## src/rtl/sd_img_load_sched.sv

```systemverilog
// Streams one RTL-selected 640x480 RGB565 image from SD into DDR as serial sector reads.
// Optional slideshow dwell timer enabled by SD_IMG_AUTOPLAY_EN.
module sd_img_load_sched #(
  parameter logic [31:0] BASE_SECTOR = 32'd16640,
  parameter int          IMG_SECTORS = 1200,
  parameter int          IMG_NUM     = 4,
  parameter int          IDX_W       = 2,
  parameter logic [15:0] TIMEOUT     = 16'd4095
`ifdef SD_IMG_AUTOPLAY_EN
  , parameter logic [31:0] AUTO_CYCLES = 32'd75000000
`endif
) (
  input  logic             sys_clk,
  input  logic             sys_rst_n,
  input  logic             init_end,
  input  logic             next_img,
  input  logic             prev_img,
  input  logic             rd_busy,
  output logic             rd_en,
  output logic [31:0]      rd_addr,
  output logic             ddr_wr_rst,
  output logic [IDX_W-1:0] img_idx,
  output logic             load_busy,
  output logic             load_done,
  output logic [7:0]       timeout_cnt
);

  localparam int CNT_W = $clog2(IMG_SECTORS);

  typedef enum logic [2:0] {
    S_IDLE, S_WR_RST, S_ISSUE, S_WAIT_HI, S_WAIT_LO, S_DONE
  } state_t;

  state_t           state_q, state_d;
  logic [IDX_W-1:0] target_q, target_d;
  logic [IDX_W-1:0] idx_q, idx_d;
  logic [CNT_W-1:0] cnt_q, cnt_d;
  logic [15:0]      tmo_q, tmo_d;
  logic [31:0]      addr_q, addr_d;
  logic [7:0]       tcnt_q, tcnt_d;
  logic             loaded_q, loaded_d;
  logic             auto_adv;
  logic             adv, back;

`ifdef SD_IMG_AUTOPLAY_EN
  logic [31:0] dwell_q, dwell_d;

  // Dwell only counts while parked on a finished image; any key press restarts it.
  always_comb begin
    dwell_d  = 32'd0;
    auto_adv = 1'b0;
    if (state_q == S_IDLE && loaded_q && init_end && !(next_img || prev_img)) begin
      if (dwell_q == AUTO_CYCLES - 32'd1) begin
        auto_adv = 1'b1;
      end else begin
        dwell_d = dwell_q + 32'd1;
      end
    end
  end

  always_ff @(posedge sys_clk or negedge sys_rst_n) begin
    if (!sys_rst_n) dwell_q <= 32'd0;
    else            dwell_q <= dwell_d;
  end
`else
  assign auto_adv = 1'b0;
`endif

  assign adv  = (next_img && !prev_img) || auto_adv;
  assign back = prev_img && !next_img;

  always_comb begin
    target_d = target_q;
    if (adv) begin
      target_d = (target_q == IDX_W'(IMG_NUM - 1)) ? '0 : target_q + 1'b1;
    end else if (back) begin
      target_d = (target_q == '0) ? IDX_W'(IMG_NUM - 1) : target_q - 1'b1;
    end
  end

  always_comb begin
    state_d  = state_q;
    idx_d    = idx_q;
    cnt_d    = cnt_q;
    tmo_d    = tmo_q;
    addr_d   = addr_q;
    tcnt_d   = tcnt_q;
    loaded_d = loaded_q;
    if (!init_end) begin
      state_d  = S_IDLE;
      loaded_d = 1'b0;
    end else begin
      unique case (state_q)
        S_IDLE: begin
          if (!loaded_q || target_q != idx_q) state_d = S_WR_RST;
        end
        S_WR_RST: begin
          idx_d    = target_q;
          cnt_d    = '0;
          loaded_d = 1'b1;
          addr_d   = BASE_SECTOR + 32'(target_q) * 32'(IMG_SECTORS);
          state_d  = S_ISSUE;
        end
        S_ISSUE: begin
          tmo_d   = 16'd0;
          state_d = S_WAIT_HI;
        end
        S_WAIT_HI: begin
          if (rd_busy) begin
            state_d = S_WAIT_LO;
          end else if (tmo_q == TIMEOUT - 16'd1) begin
            // Re-issue the same sector; addr_q is left untouched.
            tcnt_d  = (tcnt_q != 8'hFF) ? tcnt_q + 8'd1 : tcnt_q;
            state_d = S_ISSUE;
          end else begin
            tmo_d = tmo_q + 16'd1;
          end
        end
        S_WAIT_LO: begin
          if (!rd_busy) begin
            if (cnt_q == CNT_W'(IMG_SECTORS - 1)) begin
              state_d = S_DONE;
            end else begin
              cnt_d   = cnt_q + 1'b1;
              addr_d  = addr_q + 32'd1;
              state_d = S_ISSUE;
            end
          end
        end
        S_DONE:  state_d = S_IDLE;
        default: state_d = S_IDLE;
      endcase
    end
  end

  always_ff @(posedge sys_clk or negedge sys_rst_n) begin
    if (!sys_rst_n) begin
      state_q  <= S_IDLE;
      target_q <= '0;
      idx_q    <= '0;
      cnt_q    <= '0;
      tmo_q    <= 16'd0;
      addr_q   <= 32'd0;
      tcnt_q   <= 8'd0;
      loaded_q <= 1'b0;
    end else begin
      state_q  <= state_d;
      target_q <= target_d;
      idx_q    <= idx_d;
      cnt_q    <= cnt_d;
      tmo_q    <= tmo_d;
      addr_q   <= addr_d;
      tcnt_q   <= tcnt_d;
      loaded_q <= loaded_d;
    end
  end

  assign rd_en       = (state_q == S_ISSUE);
  assign ddr_wr_rst  = (state_q == S_WR_RST);
  assign load_done   = (state_q == S_DONE);
  assign load_busy   = (state_q == S_WR_RST) || (state_q == S_ISSUE) ||
                       (state_q == S_WAIT_HI) || (state_q == S_WAIT_LO);
  assign rd_addr     = addr_q;
  assign img_idx     = idx_q;
  assign timeout_cnt = tcnt_q;

endmodule

```

## config.mk

```make
export PLATFORM = sky130hd
export DESIGN_NAME = sd_img_load_sched
export DESIGN_NICKNAME = d
export VERILOG_FILES = /design/src/rtl/sd_img_load_sched.sv
export SDC_FILE = /design/constraint.sdc
export NUM_CORES = 1
export LEC_CHECK = 0
export ABC_AREA = 0
export CAP_MARGIN = 15
export CORE_MARGIN = 3
export CORE_UTILIZATION = 45
export CTS_BUF_LIST = sky130_fd_sc_hd__clkbuf_16
export DETAILED_ROUTE_END_ITERATION = 10
export PLACE_DENSITY = 0.69
export SLEW_MARGIN = 20
export SYNTH_ARGS = -nofsm -noshare
export SYNTH_HDL_FRONTEND = slang
export SYNTH_SLANG_ARGS = --single-unit
```

## constraint.sdc

```tcl
create_clock -name sys_clk -period 3.6 [get_ports sys_clk]
set_input_delay 0.36 -clock sys_clk [delete_from_list [all_inputs] [get_ports sys_clk]]
set_output_delay 0.36 -clock sys_clk [all_outputs]
set_load 0.05 [all_outputs]
```

# Yosys cells after proc, flatten, opt, wreduce, memory -nomap -nowiden
# Cells that the tools add are included.
[classes] n_eq_ne=18 n_reduce_logical=19 mul=1 muxes=22 bitwise_logic=1 add_sub_neg=7
[op_table] cell="$mux 32" n=2
[op_table] cell="$pmux 32 s2" n=1
[op_table] cell="$add 32x1->32 const B" n=1
[op_table] cell="$mux 16" n=2
[op_table] cell="$pmux 16 s2" n=1
[op_table] cell="$mux 11" n=2
[op_table] cell="$pmux 11 s2" n=1
[op_table] cell="$mux 3" n=6
[op_table] cell="$add 15x13->16 const A" n=1
[op_table] cell="$add 16x1->16 const B" n=1
[op_table] cell="$eq 16x12->1 const B" n=1
[op_table] cell="$pmux 3 s5" n=1
[op_table] cell="$add 11x1->11 const B" n=1
[op_table] cell="$eq 11x11->1 const B" n=1
[op_table] cell="$mul 2x7->9 const B" n=1
[op_table] cell="$add 8x1->8 const B" n=1
[op_table] cell="$mux 2" n=4
[op_table] cell="$ne 2x2->1 const B" n=4
[op_table] cell="$ne 8x8->1 const B" n=1
[op_table] cell="$reduce_and 4->1" n=2
[op_table] cell="$eq 3x2->1 const B" n=2
[op_table] cell="$eq 3x3->1 const B" n=2
[op_table] cell="$ne 3x3->1 const B" n=2
[op_table] cell="$reduce_bool 2->1" n=3
[op_table] cell="other kinds (17)" n=24
[word_totals] inputBits=6 word_cells=76 regBits=75 out_inout_bits=46

# Longest topological paths before layout
# Gate-level depths: netlist (run 1).
[depth] ltp_word=5 depth_mapped=8 mapped_depth_nobuf=7

# Least setup slack after synthesis (run 1)
# No wires, ideal clock.
[synth_timing] path_type="reg2reg" start="reg state_q[1]" end="reg addr_q[31] (netlist: rd_addr[31])" required_time_ps=3480 path_slack_ps=616 arrival_ps=2865 stages_incl_launch_ff=7 setup_time_ps=120 path_cell_list="dfrtp_1 > nor3b_1 > nand4b_1 > nand2_1 > buf_2 > o31a_1 > o21a_1"
[synth_via] elab_chain_len=3 elab_cells_between_ends=7 classes_between="eq/ne: 4; mux: 1; reduce/logical: 2"
[synth_rtl] item="start, declared" line="34" source="state_t state_q, state_d;"
[synth_rtl] item="start signal, assigned" line="147" source="state_q <= state_d;"
[synth_rtl] item="$eq 3x1->1 *"
[synth_rtl] item="named net ddr_wr_rst" line="21" source="output logic ddr_wr_rst,"
[synth_rtl] item="$reduce_bool 2->1 (no source line)"
[synth_rtl] item="$reduce_and 4->1 (no source line)"
[synth_rtl] item="end signal, assigned" line="152" source="addr_q <= addr_d;"
[synth_rtl] item="end, declared" line="39" source="logic [31:0] addr_q, addr_d;"
# Mark *: on every way through the listed nets, which the timed path passes. The rest lies on a longest branch.
# A chain may end at the register's enable or synchronous reset.

# Worst setup path in the final report (run 1)
[layout_timing] start="reg state_q[2]" end="reg addr_q[30] (netlist: rd_addr[30])"
[layout_via] elab_chain_len=3 elab_cells_between_ends=7 classes_between="eq/ne: 4; mux: 1; reduce/logical: 2"
[layout_rtl] item="$eq 3x3->1 / $eq 3x1->1 (equally long branches)" line="93" source="unique case (state_q)"
[layout_rtl] item="$ne 2x2->1 (no source line) / $reduce_bool 2->1 (equally long branches)"
[layout_rtl] item="$reduce_and 4->1 (no source line)"
# Several ways; a longest one is shown, not always the timed one.

==> results of run 1 <==
## critical path, delay by kind of cell (launching register included)
kind	cells	cell delay, ns
DFF	1	0.51
buffers and inverters	1	0.34
AOI/OAI and AO/OA	1	0.16
and+or+nand+nor	4	1.65
## report_power, final
part	switching (W)	internal, W
logic	0.000548	0.000296
registers	0.000147	0.000938
clock network	0.000340	0.000670
total	0.00103	0.00190
## path summary, 6_finish.rpt
kind	slack, ns	endpoint	start
worst min register to register	0.48	tmo_q[6]$_DFFE_PN0P_	tmo_q[6]$_DFFE_PN0P_
worst max register to register	0.85	rd_addr[30]$_DFFE_PN0P_	state_q[2]$_DFFE_PN0P_
min in group sys_clk	0.48	tmo_q[6]$_DFFE_PN0P_	tmo_q[6]$_DFFE_PN0P_
worst min-delay path	0.17	rd_addr[29]$_DFFE_PN0P_	sys_rst_n
worst max-delay path	0.85	rd_addr[30]$_DFFE_PN0P_	state_q[2]$_DFFE_PN0P_
max in group asynchronous	2.81	cnt_q[0]$_DFFE_PN0P_	sys_rst_n
## registers in the layout (all words and copies together) (netlist names)
name,cells
timeout_cnt,8
state_q,3
loaded_q,1
cnt_q,11
target_q,2
rd_addr,32
img_idx,2
tmo_q,16
## layer usage
metal / share of wire [%] / global-route usage, % / vias up / wire [um]
met1: 47 / 30.0 / 1841 / 4780
met4: 0.68 / 4.08 / 0 / 69
met5: 0 / 0 / - / 0
li1: - / - / 1837 / -
met2: 48 / 31.8 / 81 / 4850
met3: 4.3 / 4.26 / 7 / 437
## cells by family (layout without fill, tap and decap cells)
kind of cell,Yosys count,in the layout,share of synthesized area [%]
compound gates,119,119,17.3
xor+xnor,19,19,3.93
fa+ha+maj,11,11,3.25
buf+inv,34,83,3.10
flops,75,75,44.4
mux,4,4,1.03
simple gates,212,212,27.1
## synthesized netlist by cell type (3+ instances only)
cell type / number / share of area (%)
a31oi_1: 8 / 1.2
nand3_1: 37 / 4.4
or4_1: 9 / 1.6
a21oi_1: 27 / 3.2
nor2_1: 39 / 3.5
nand2b_1: 4 / 0.59
or3_1: 6 / 0.89
nor2b_1: 3 / 0.44
nor4b_1: 4 / 0.83
o21a_1: 7 / 1.2
nor4_1: 3 / 0.44
a2bb2oi_1: 3 / 0.62
xnor2_1: 8 / 1.7
o21ai_0: 41 / 4.8
o31ai_1: 16 / 2.8
and3_1: 7 / 1.0
dfrtp_1: 75 / 44
inv_1: 14 / 1.2
and2_1: 13 / 1.9
nor3b_1: 3 / 0.53
nor3_1: 8 / 0.95
and4_1: 5 / 1.0
nand4_1: 18 / 2.7
xor2_1: 11 / 2.3
clkbuf_1: 16 / 1.4
nand2_1: 41 / 3.6
o22ai_1: 3 / 0.44
mux2_2: 3 / 0.80
ha_1: 11 / 3.3
## per-stage QoR
stage	setup slack, ns	hold slack, ns	utilization [%]	power (W)
detailed placement	0.708	0.467	53.9	0.00194
CTS	0.841	0.228	57.6	0.00296
floorplan	0.616	0.0644	-	0.00165
global route	0.565	0.258	57.6	0.00309
global placement	0.823	0.457	53.9	0.00193
finish	0.846	0.171	57.6	0.00294
## final cells by class
type / count / area share [%]
multi-input cells: 365 / 43.3
flip-flops and latches: 75 / 36.5
repair buffers: 53 / 10.2
clock buffers: 9 / 4.37
well taps: 108 / 2.62
clock inverters: 7 / 2.09
inverters: 14 / 1.02
==> results.toml, run 1 <==
[die]
design.die.area_um2 = 10600
num_rows = 34
die_x_um = 103
io-pin-count = 52
core_area_um2 = 8930
starting_density_pct = 47.4
die_h_um = 103

[worst_setup_path]
critical_path.startpoint_type = "flop"
cp_cell_sequence = "nor3b_1 -> nand4b_1 -> nand2_1 -> buf_4 -> or4_1 -> a21oi_1"
critPathCaptureType = "flop"
timing.critical_path.fanout_max = 35
data_arrival_at_the_endpoint_of_the_critical_path_ns = 3.00
crit_type = "reg2reg"
cell_with_the_biggest_individual_delay_on_the_critical_path = "nor3b_1"
timing.critical_path.slowest_cell_delay_ns = 0.57
worstPathRequired_ns = 3.85
worst_r2r_path_depth = 6

[layout]
layout-drive-gt1-share_pct = 5.93
nets = 535
area_of_combinational_cells_with_multiple_inputs_um2 = 2230
seq_area_um2 = 1880
layout.cells.most_common = "dfrtp_1"
flow.area_growth_from_synthesis_pct = 21.7
antenna_cells_inserted = 0
post-route-cell-area_um2 = 5150
fillerInstances = 799
final_cell_mix = "dfrtp_1, clkdlybuf4s50_1, nand2_1, o21ai_0, nor2_1"
final-instance-count-excl-fill = 631

[timing]
period_share_pct = 76.5
slew_headroom_pct = 31.9
final_max_slew_viol_count = 0
report.final.hold_viol_count = 0
timing.final.crit_period_ns = 2.75
finClkSkew_ns = 0.00759
maxClockFrequency_mhz = 363
final_sum_of_negative_setup_slack_ns = 0
grt_setup_unrepaired = "false"
worst_slew_pin_slew_ns = 1.02
timing.final.setup_violations = 0

[place]
placement.io_buffers = 51
detailed_place_hpwl_mm = 6.93
placed_cell_area_um2 = 4820
globalplace.congestion = 0.832
numPlacedInstances = 615

[logic_synthesis]
postSynthNetCount = 491
synth_cell_types = 55
synth-seq-cells = 75
synth_top_flop_cell = "dfrtp_1"
synth.cell_area_um2 = 4230
yosysWarningCount = 0
ys_async_rst_share_pct = 100
post_synth_inst_count = 474
yosysSeqAreaShare_pct = 44.4
synth-edff-count = 0
synthesis.area_per_instance_um2 = 8.93

[global_route]
grt_remaining_overflow = 0
global_route.usage.total_pct = 20.6
antenna_violations_before_repair = 0
grt_pass1_wl_mm = 17.4
grt_max_degree = 76
grt_pass1_vias = 3505

[cts]
post_cts.repair.setup_buffers = 0
cts.sinks = 75
cts_buffers = 9
clk-insertion-delay-late_ns = 0.33
clock_pin_slew_of_the_registers_on_the_worst_case_setup_and_hold_paths_ns = 0.06
cts_buffer_depth = 2
cts_tree = "built"
cts_root_buf = "clkbuf_16"
post_cts_resized = 0
htreeDepth = 3
postCtsHoldBufs = 0

[status]
result_of_the_run = "complete, no violations"

[power_and_ir_drop]
power_density_nw_per_um2 = 571
cellLeakagePower_nw = 2.12
vdd.ir_drop.worst_mv = 0.470

[routing]
route.antenna.remaining_nets = 0
routedWlPerCell_um = 16.1
first_iter_violations = 307
postRouteWirelength_mm = 10.1
post-route-drc-count = 0
routed_via_density = 5.97
dr_total_vias = 3766
drtPass1Iterations = 5

[flow_run]
drv_cap = 0

[min_path]
hold_class = "in2async"
Power figures use the tool's default switching activity.
==> inputs of run 2 (changes only) <==
--- a/config.mk
+++ b/config.mk
@@ -11,7 +11,7 @@
 export CORE_UTILIZATION = 45
 export CTS_BUF_LIST = sky130_fd_sc_hd__clkbuf_16
 export DETAILED_ROUTE_END_ITERATION = 10
-export PLACE_DENSITY = 0.69
+export PLACE_DENSITY = 0.71
 export SLEW_MARGIN = 20
 export SYNTH_ARGS = -nofsm -noshare
 export SYNTH_HDL_FRONTEND = slang
==> constraint.sdc (replaced) <==
create_clock -name sys_clk -period 2.5 [get_ports sys_clk]
set_input_delay 0.25 -clock sys_clk [delete_from_list [all_inputs] [get_ports sys_clk]]
set_output_delay 0.25 -clock sys_clk [all_outputs]
set_load 0.05 [all_outputs]
==> run 2 against run 1 <==
Compared with the run above:
- die area did not move
- sequential power rose by 43%
- clock skew fell by 0.0027 ns
- critical path type is now reg2out
- critical path depth fell by 3
- count of clock-buffer cells in the layout did not move
- clock power rose by 13%
- largest cell class unchanged
==> results.toml, run 2 (synthesis gave the netlist of run 1 again) <==
[global_route]
grt_max_degree = 76
antenna_violations_before_repair = 0
grt_pass1_vias = 3625
grt_pass1_wl_mm = 17.3
grt_remaining_overflow = 0
global_route.usage.total_pct = 20.4

[cts]
cts_buffers = 9
cts.sinks = 75
cts_buffer_depth = 2
clk-insertion-delay-late_ns = 0.33
post_cts.repair.setup_buffers = 0
cts_tree = "built"
cts_root_buf = "clkbuf_16"
clock_pin_slew_of_the_registers_on_the_worst_case_setup_and_hold_paths_ns = 0.06
htreeDepth = 3

[die]
starting_density_pct = 47.4
die_x_um = 103
io-pin-count = 52
core_area_um2 = 8930
num_rows = 34
design.die.area_um2 = 10600
die_h_um = 103

[layout]
layout.cells.most_common = "dfrtp_1"
flow.area_growth_from_synthesis_pct = 24.2
layout-drive-gt1-share_pct = 9.41
post-route-cell-area_um2 = 5260
fillerInstances = 823
area_of_combinational_cells_with_multiple_inputs_um2 = 2240
final-instance-count-excl-fill = 650
nets = 554
seq_area_um2 = 1880
final_cell_mix = "dfrtp_1, clkdlybuf4s50_1, nand2_1, o21ai_0, nor2_1"
antenna_cells_inserted = 0
postLayoutCoreUtil_pct = 58.9
largest_reg_flops = 32

[timing]
final_max_slew_viol_count = 0
timing.final.crit_period_ns = 2.39
slew_headroom_pct = 62.5
report.final.hold_viol_count = 0
period_share_pct = 95.6
timing.final.setup_violations = 0
final_sum_of_negative_setup_slack_ns = 0
grt_setup_unrepaired = "false"
finClkSkew_ns = 0.00492
hold_slack_ns = 0.470
worst_slew_pin_slew_ns = 0.562
maxClockFrequency_mhz = 418

[routing]
post-route-drc-count = 0
routedWlPerCell_um = 15.7
postRouteWirelength_mm = 10.2
dr_total_vias = 3824
drtPass1Iterations = 4
route.antenna.remaining_nets = 0
routed_via_density = 5.88
first_iter_violations = 212

[worst_setup_path]
worst_r2r_path_depth = 7
timing.critical_path.fanout_max = 11
worstPathRequired_ns = 2.25
critPathCaptureType = "output pin"
crit_type = "reg2out"
critical_path.startpoint_type = "flop"
reg2reg_setup_slack_ns = 0.21
data_arrival_at_the_endpoint_of_the_critical_path_ns = 2.14

[place]
placement.io_buffers = 51
globalplace.congestion = 0.870
placed_cell_area_um2 = 4980
detailed_place_hpwl_mm = 7.12
numPlacedInstances = 633

[power_and_ir_drop]
cellLeakagePower_nw = 2.19
netSwitchingPower_w = 0.00150
power.share.sequential_pct = 39.4
p_sw_share_pct = 37.7
power_frac_clock_pct = 28.8
power.internal_w = 0.00247
power_density_nw_per_um2 = 755
combPwrFrac_pct = 31.9
vdd.ir_drop.worst_mv = 0.547

[min_path]
worstHoldPathCells = 1
hold_class = "reg2reg"

[flow_run]
drv_cap = 0

[status]
result_of_the_run = "complete, no violations"
## run 2: final cells by class
| type | instances | area share, % |
|---|---|---|
| Clock buffer | 9 | 4.28 |
| Clock inverter | 7 | 0.666 |
| Inverter | 14 | 1.00 |
| Multi-Input combinational cell | 365 | 42.6 |
| Sequential cell | 75 | 35.7 |
| Tap cell | 108 | 2.57 |
| Timing Repair Buffer | 72 | 13.1 |
## run 2: what timing repair did
item,4_1_cts,5_1_grt
hold buffers,1,0
hold endpoints to repair,75,0
endpoints found under the setup margin,0,5
gates resized for setup,0,1
## run 2: layer usage
layer | track usage, % | wire length, um | vias up
met1 | 27.8 | 4740 | 1851
met2 | 33.0 | 4860 | 90
met4 | 4.58 | 57 | 0
li1 | - | - | 1877
met3 | 5.07 | 550 | 6
met5 | 0 | 0 | -
## run 2: path summary, 6_finish.rpt
check                                        from                         end
max                        state_q[0]$_DFFE_PN0P_                   load_busy
max in group asynchronous               sys_rst_n        tmo_q[3]$_DFFE_PN0P_
max reg2reg                  tmo_q[0]$_DFFE_PN0P_  timeout_cnt[7]$_DFFE_PN0P_
min in group asynchronous               sys_rst_n     rd_addr[22]$_DFFE_PN0P_
min reg2reg                  tmo_q[6]$_DFFE_PN0P_        tmo_q[6]$_DFFE_PN0P_
min                          tmo_q[6]$_DFFE_PN0P_        tmo_q[6]$_DFFE_PN0P_
## run 2: worst max-delay path: stages, from the launching register on
cell and delay, ns:
dfrtp_1 0.50, nor2_1 0.34, xnor2_1 0.16, clkdlybuf4s50_1 0.82
## run 2: through the flow
| stage | worst slack [ns] | power, W |
|---|---|---|
| 2_1_floorplan | 0.101 | 0.00238 |
| 3_3_place_gp | 0.161 | 0.00283 |
| 4_1_cts | 0.109 | 0.00401 |
| 3_5_place_dp | 0.120 | 0.00285 |
| 5_1_grt | 0.0107 | 0.00418 |
| 6_report | 0.110 | 0.00397 |
## run 2: power by group through the flow
stage,Clock (W),Combinational (W),Sequential [W]
global route,0.00122,0.00136,0.00160
global placement,0,0.00125,0.00158
finish,0.00114,0.00127,0.00156
detailed placement,0,0.00126,0.00158
CTS,0.00117,0.00127,0.00156
floorplan,0,0.000537,0.00184
